<file path="src/rtl/pe_pkg.sv">
// pe_pkg: shared state type, width helpers and output clamping for the streaming dot-product PE
package pe_pkg;

  typedef enum logic [1:0] {IDLE, ACCUM, DRAIN, OUT} pe_state_t;

  // Working width used when comparing an accumulator against an output range
  localparam int CLAMP_W = 64;

  // Width of one beat's lane sum: full product width plus growth of the adder tree
  function automatic int psum_w(input int dw, input int lanes);
    return 2 * dw + $clog2(lanes);
  endfunction

  // Accumulator width sized so the longest vector of extreme values cannot overflow
  function automatic int acc_w(input int dw, input int n_max);
    return 2 * dw + $clog2(n_max) + 1;
  endfunction

  // True when v does not fit in an out_w-bit signed integer
  function automatic logic sat_ovf(input logic signed [CLAMP_W-1:0] v, input int out_w);
    logic signed [CLAMP_W-1:0] hi;
    logic signed [CLAMP_W-1:0] lo;
    hi = (64'sd1 <<< (out_w - 1)) - 64'sd1;
    lo = -hi - 64'sd1;
    return (v > hi) || (v < lo);
  endfunction

  // Clamp v into the out_w-bit signed range; caller keeps the low out_w bits
  function automatic logic signed [CLAMP_W-1:0] sat_clamp(input logic signed [CLAMP_W-1:0] v,
                                                          input int out_w);
    logic signed [CLAMP_W-1:0] hi;
    logic signed [CLAMP_W-1:0] lo;
    hi = (64'sd1 <<< (out_w - 1)) - 64'sd1;
    lo = -hi - 64'sd1;
    if (v > hi) begin
      return hi;
    end else if (v < lo) begin
      return lo;
    end
    return v;
  endfunction

endpackage

</file>
<file path="src/rtl/pe_lane_tree.sv">
// pe_lane_tree: per-lane signed multipliers with lane masking, reduced by a binary adder tree
module pe_lane_tree
  import pe_pkg::*;
#(
  parameter int DW    = 16,
  parameter int LANES = 4,
  localparam int PW   = psum_w(DW, LANES)
) (
  input  logic [LANES*DW-1:0]  a_data,
  input  logic [LANES*DW-1:0]  b_data,
  input  logic [LANES-1:0]     lane_en,
  output logic signed [PW-1:0] sum
);

  logic signed [2*DW-1:0] prod [LANES];
  logic signed [PW-1:0]   node [2*LANES-1];

  for (genvar k = 0; k < LANES; k++) begin : g_lane
    logic signed [DW-1:0] a_k;
    logic signed [DW-1:0] b_k;
    assign a_k     = a_data[k*DW +: DW];
    assign b_k     = b_data[k*DW +: DW];
    assign prod[k] = a_k * b_k;
  end

  // Heap-ordered tree: leaves hold masked products, each inner node adds its two children
  always_comb begin
    for (int n = 0; n < 2 * LANES - 1; n++) begin
      node[n] = '0;
    end
    for (int k = 0; k < LANES; k++) begin
      node[LANES-1+k] = lane_en[k] ? PW'(prod[k]) : '0;
    end
    for (int i = LANES - 2; i >= 0; i--) begin
      node[i] = node[2*i+1] + node[2*i+2];
    end
  end

  assign sum = node[0];

endmodule

</file>
<file path="src/rtl/pe_mac_stream.sv">
// pe_mac_stream: streaming multi-lane signed dot-product engine with optional output saturation
module pe_mac_stream
  import pe_pkg::*;
#(
  parameter int DW    = 16,
  parameter int LANES = 4,
  parameter int N_MAX = 786,
  parameter int OUT_W = 32,
  parameter int SAT   = 1
) (
  input  logic                         clk,
  input  logic                         rst_n,
  input  logic                         clear,
  input  logic                         start,
  input  logic [$clog2(N_MAX+1)-1:0]   len,
  output logic                         busy,
  input  logic                         in_valid,
  output logic                         in_ready,
  input  logic [LANES*DW-1:0]          a_data,
  input  logic [LANES*DW-1:0]          b_data,
  output logic                         out_valid,
  input  logic                         out_ready,
  output logic [OUT_W-1:0]             y,
  output logic                         ovf
);

  localparam int LW = $clog2(N_MAX + 1);
  localparam int PW = psum_w(DW, LANES);
  localparam int AW = acc_w(DW, N_MAX);
  localparam logic [LW-1:0] LANES_LW = LW'(LANES);

  pe_state_t             state_q, state_d;
  logic [LW-1:0]         rem_q, rem_d;
  logic signed [PW-1:0]  psum_q, psum_d;
  logic                  psum_v_q, psum_v_d;
  logic signed [AW-1:0]  acc_q, acc_d;
  logic [OUT_W-1:0]      y_q, y_d;
  logic                  ovf_q, ovf_d;
  logic                  busy_q, busy_d;
  logic                  in_ready_q, in_ready_d;
  logic                  out_valid_q, out_valid_d;

  logic [LANES-1:0]            lane_en;
  logic signed [PW-1:0]        lane_sum;
  logic signed [AW-1:0]        acc_sum;
  logic signed [CLAMP_W-1:0]   acc_ext;
  logic signed [CLAMP_W-1:0]   clamp_val;
  logic                        ovf_val;
  logic                        accept;
  logic                        last_beat;

  assign in_ready  = in_ready_q & ~clear;
  assign busy      = busy_q;
  assign out_valid = out_valid_q;
  assign y         = y_q;
  assign ovf       = ovf_q;

  assign accept    = in_valid & in_ready;
  assign last_beat = (rem_q <= LANES_LW);

  // Only lanes still holding live elements contribute, which zeroes the tail of a short final beat
  always_comb begin
    for (int k = 0; k < LANES; k++) begin
      lane_en[k] = (32'(rem_q) > 32'(k));
    end
  end

  pe_lane_tree #(
    .DW    (DW),
    .LANES (LANES)
  ) u_lane_tree (
    .a_data  (a_data),
    .b_data  (b_data),
    .lane_en (lane_en),
    .sum     (lane_sum)
  );

  assign acc_sum   = psum_v_q ? (acc_q + AW'(psum_q)) : acc_q;
  assign acc_ext   = CLAMP_W'(acc_sum);
  assign clamp_val = sat_clamp(acc_ext, OUT_W);
  assign ovf_val   = sat_ovf(acc_ext, OUT_W);

  // Next-state, remaining-count and datapath updates; clear overrides all of it
  always_comb begin
    state_d  = state_q;
    rem_d    = rem_q;
    psum_d   = psum_q;
    psum_v_d = 1'b0;
    acc_d    = acc_sum;
    y_d      = y_q;
    ovf_d    = ovf_q;

    if (accept) begin
      psum_d   = lane_sum;
      psum_v_d = 1'b1;
      rem_d    = last_beat ? '0 : (rem_q - LANES_LW);
    end

    case (state_q)
      IDLE: begin
        if (start) begin
          rem_d   = len;
          acc_d   = '0;
          state_d = (len == '0) ? DRAIN : ACCUM;
        end
      end
      ACCUM: begin
        if (accept && last_beat) begin
          state_d = DRAIN;
        end
      end
      DRAIN: begin
        state_d = OUT;
        y_d     = (SAT != 0) ? clamp_val[OUT_W-1:0] : acc_ext[OUT_W-1:0];
        ovf_d   = ovf_val;
      end
      OUT: begin
        if (out_ready) begin
          state_d = IDLE;
        end
      end
      default: state_d = IDLE;
    endcase

    if (clear) begin
      state_d  = IDLE;
      rem_d    = '0;
      psum_v_d = 1'b0;
      acc_d    = '0;
      y_d      = '0;
      ovf_d    = 1'b0;
    end

    busy_d      = (state_d != IDLE);
    in_ready_d  = (state_d == ACCUM);
    out_valid_d = (state_d == OUT);
  end

  // State, datapath and registered outputs with asynchronous active-low reset
  always_ff @(posedge clk or negedge rst_n) begin
    if (!rst_n) begin
      state_q     <= IDLE;
      rem_q       <= '0;
      psum_q      <= '0;
      psum_v_q    <= 1'b0;
      acc_q       <= '0;
      y_q         <= '0;
      ovf_q       <= 1'b0;
      busy_q      <= 1'b0;
      in_ready_q  <= 1'b0;
      out_valid_q <= 1'b0;
    end else begin
      state_q     <= state_d;
      rem_q       <= rem_d;
      psum_q      <= psum_d;
      psum_v_q    <= psum_v_d;
      acc_q       <= acc_d;
      y_q         <= y_d;
      ovf_q       <= ovf_d;
      busy_q      <= busy_d;
      in_ready_q  <= in_ready_d;
      out_valid_q <= out_valid_d;
    end
  end

endmodule

</file>
<file path="config.mk">
export PLATFORM = sky130hd
export DESIGN_NAME = pe_mac_stream
export DESIGN_NICKNAME = d
export VERILOG_FILES = /design/src/rtl/pe_pkg.sv /design/src/rtl/pe_lane_tree.sv /design/src/rtl/pe_mac_stream.sv
export SDC_FILE = /design/constraint.sdc
export NUM_CORES = 2
export LEC_CHECK = 0
export ABC_CLOCK_PERIOD_IN_PS = 7300
export CAP_MARGIN = 20
export CORE_MARGIN = 2
export CORE_UTILIZATION = 50
export CTS_CLUSTER_DIAMETER = 120
export DETAILED_ROUTE_END_ITERATION = 16
export MAX_ROUTING_LAYER = met4
export PLACE_DENSITY = 0.67
export SLEW_MARGIN = 40
export SYNTH_ARGS = -nofsm -noshare
export SYNTH_HDL_FRONTEND = slang
export SYNTH_SLANG_ARGS = --single-unit
</file>
<file path="constraint.sdc">
create_clock -name clk -period 7.3 [get_ports clk]
set_clock_uncertainty 0.15 [all_clocks]
set_input_delay 0.73 -clock clk [delete_from_list [all_inputs] [get_ports clk]]
set_output_delay 0.73 -clock clk [all_outputs]
set_load 0.01 [all_outputs]
</file>
==> flow_summary_export.csv <==
group,metric,value,unit
status,status,"finished with violations",
status,violations,"negative setup slack",
job,maxCapViolations,0,
drt,dr_total_vias,40595,
finish,area_delta_synth_final,23.4,%
drt,ant_nets,0,
drt,dr.pass1.iters,6,
timing,fmax,113,MHz
global_route,grt_max_degree,71,
clocking,cts_max_level,4,
clocking,clock_sinks,126,
global_route,antenna_found_initial,0,
yosys,yosysMostFrequentCell,"inv_1",
drt,drt_wl_total,135000,µm
drt,routed_via_density,5.16,
critical_path,crit_required,7.42,ns
yosys,yosys-top-cells-area,"fa_1, ha_1, inv_1",
clocking,clock_latency,0.42,ns
finish,seq_area,3150,µm²
timing,fin_tns_setup,-21.96,ns
finish,multi_input_area,43400,µm²
floorplanning,rows,116,
floorplanning,core-area,100000,µm²
yosys,syn-num-nets,7332,
global_route,grt_pass1_wl,225000,µm
clocking,ctsRootBufferMaster,"clkbuf_16",
timing,rsz0062_at_grt,"true",
timing,period_share,121,%
place,placed_cell_area,59700,µm²
critical_path,crit_type,"in2reg",
clocking,cts_buffer_depth,2,
yosys,yosysTopAreaCell,"fa_1",
yosys,yosysWarnings,0,
finish,final_area,62200,µm²
place,dp.cells,7753,
timing,setup_violations,24,
yosys,yosysTopAreaCellShare,44.3,%
finish,fill_cells,8433,
finish,diodes,0,
global_route,grt_pass1_vias,43790,
yosys,syn_area,50400,µm²
floorplanning,start_util,50.4,%
timing,min_period,8.85,ns
finish,drive_above_1_share,20.9,%
yosys,seq_area_frac_synth,6.26,%
critical_path,cp_common_cell,"fa_1",
clocking,cts_hold_buf,0,
place,finalWeightedCongestion,0.964,
yosys,ys_top_cells_by_count,"inv_1, fa_1, nand2_1",
finish,stdcell_count,7860,
clocking,numCtsBuffers,17,
yosys,synth.distinct_cells,75,
timing,worstMarginPinSlew,0.856,ns
floorplanning,ios,180,
global_route,grt-ovfl-total,0,
floorplanning,fp.dieW,321,µm
timing,worst_slack,-1.55,ns
critical_path,crit_path_end_kind,"flip-flop",
critical_path,cp-start-kind,"input port",
floorplanning,die_area,103000,µm²
timing,drv_slew,0,
critical_path,cp.arrival,8.97,ns
clocking,cts.clk_slew.worst_paths,0.07,ns
finish,nets,8212,
yosys,synth-seq-cells,126,
timing,slew_headroom,42.8,%
yosys,synthFlopType,"dfrtp_1",
drt,drtIter0Drc,2256,
yosys,synth_edf_count,0,
worst_hold_path,hold_path_class,"in2async",
clocking,cts_tree,"done",
place,hpwlAfterDp,117000,µm
drt,route.detailed.drc,0,
yosys,synth.avg_cell_area,8.89,µm²
floorplanning,die_y,321,µm
yosys,synthesis.instances,5669,
place,io_buffers,179,
critical_path,critPathMaxStageDelay,0.53,ns
drt,avgRoutedWirePerCell,17.2,µm
critical_path,path_max_fanout,7,
global_route,grt_use_total,27.9,%
critical_path,cp_slowest_cell,"fa_1",
timing,finalHoldViolations,0,
yosys,async_reset_ff_share,100,%
==> worst paths after layout <==
| kind | from | endpoint | slack, ns | cells past startpoint |
|---|---|---|---|---|
| max in group asynchronous | rst_n | psum_v_q$_DFF_PN0_ | 5.77 | 2 |
| min | rst_n | y[1]$_DFFE_PN0P_ | 0.11 | 1 |
| max | a_data[58] | psum_q[31]$_DFFE_PN0P_ | -1.55 | 39 |
| min in group clk | y[23]$_DFFE_PN0P_ | y[23]$_DFFE_PN0P_ | 0.33 | 2 |
| min reg2reg | y[23]$_DFFE_PN0P_ | y[23]$_DFFE_PN0P_ | 0.33 | 2 |
| max reg2reg | rem_q[4]$_DFF_PN0_ | psum_q[32]$_DFFE_PN0P_ | 0.57 | 17 |
==> metal layers <==
layer	vias to the layer above	part of all wire, %	GRT usage, %
li1	18869	-	-
met1	20578	44	37.8
met2	975	50	46.9
met3	173	4.0	1.68
met4	0	2.2	5.46
met5	-	0	-
==> cells by family (layout without fill, tap and decap cells) <==
group,Yosys count,count (layout),synth area share (%)
adder cells (fa/ha/maj),1519,1519,54.3
AO/OA/AOI/OAI,589,589,7.74
AND/OR/NAND/NOR,1729,1729,16.7
buffers and inverters,1490,2383,11.2
XOR/XNOR,189,189,3.29
multiplexers,27,27,0.539
flip-flops,126,126,6.26
==> flip-flops by register name (all words and copies together) (netlist names) <==
register,cells
out_valid,1
busy,1
y,32
psum_v_q,1
state_q,2
in_ready_q,1
ovf,1
psum_q,34
acc_q,43
rem_q,10
==> critical path: cells and delay by family <==
family                   cells  cell delay (ns)
buffers and inverters       10             0.94
AO/OA/AOI/OAI                9             1.36
adder cells (fa/ha/maj)     10             4.51
XOR/XNOR                     2             0.31
AND/OR/NAND/NOR              8             1.13
==> through the flow <==
step	util, %	setup slack (ns)	hold slack [ns]
final	62.2	-1.55	0.107
after global routing	62.2	-1.87	0.143
after CTS	61.5	-1.59	0.235
after detailed placement	59.7	-2.61	0.318
after global placement	59.6	-2.45	0.320
after floorplan	-	-1.43	0.284
==> layout by cell type (no fill, tap or decap), drive strengths merged, types with 6 or more instances in the layout <==
cell type,instances
nor2,209
a21oi,158
clkbuf,41
nand4,17
o211ai,46
nand2b,59
clkdlybuf4s15,13
a31oi,26
nand3,52
inv,1305
xor2,57
xnor2,132
dlygate4sd2,27
or2,12
a41oi,6
o31ai,15
ha,405
nand2,741
a211o,10
clkdlybuf4s50,78
fa,1114
mux2i,26
and2,471
nor4,10
nor3,61
dfrtp,126
o21a,27
a21o,69
o21ai,143
o21bai,15
and3,17
dlymetal6s2s,9
nor2b,28
a21boi,8
a311oi,7
or3,19
a211oi,21
buf,901
nor3b,9
==> area by class of cell <==
type,count,area share [%]
multi-input combinational,4053,69.7
timing repair buffer,1050,13.8
inverter,1301,7.86
sequential,126,5.07
tap,1298,2.61
clock buffer,20,0.735
clock inverter,12,0.205
==> what timing repair did <==
| item | in CTS | in global routing |
|---|---|---|
| hold endpoints to repair | 0 | 0 |
| setup endpoints to repair | 26 | 25 |
| gates cloned | 2 | 1 |
| pin swaps | 190 | 124 |
| buffers inserted | 48 | 26 |
| gates resized for setup | 489 | 208 |
Power is left out: the tool's default activity adds up to more than one toggle a clock period on the data nets, which glitch-free logic cannot reach.
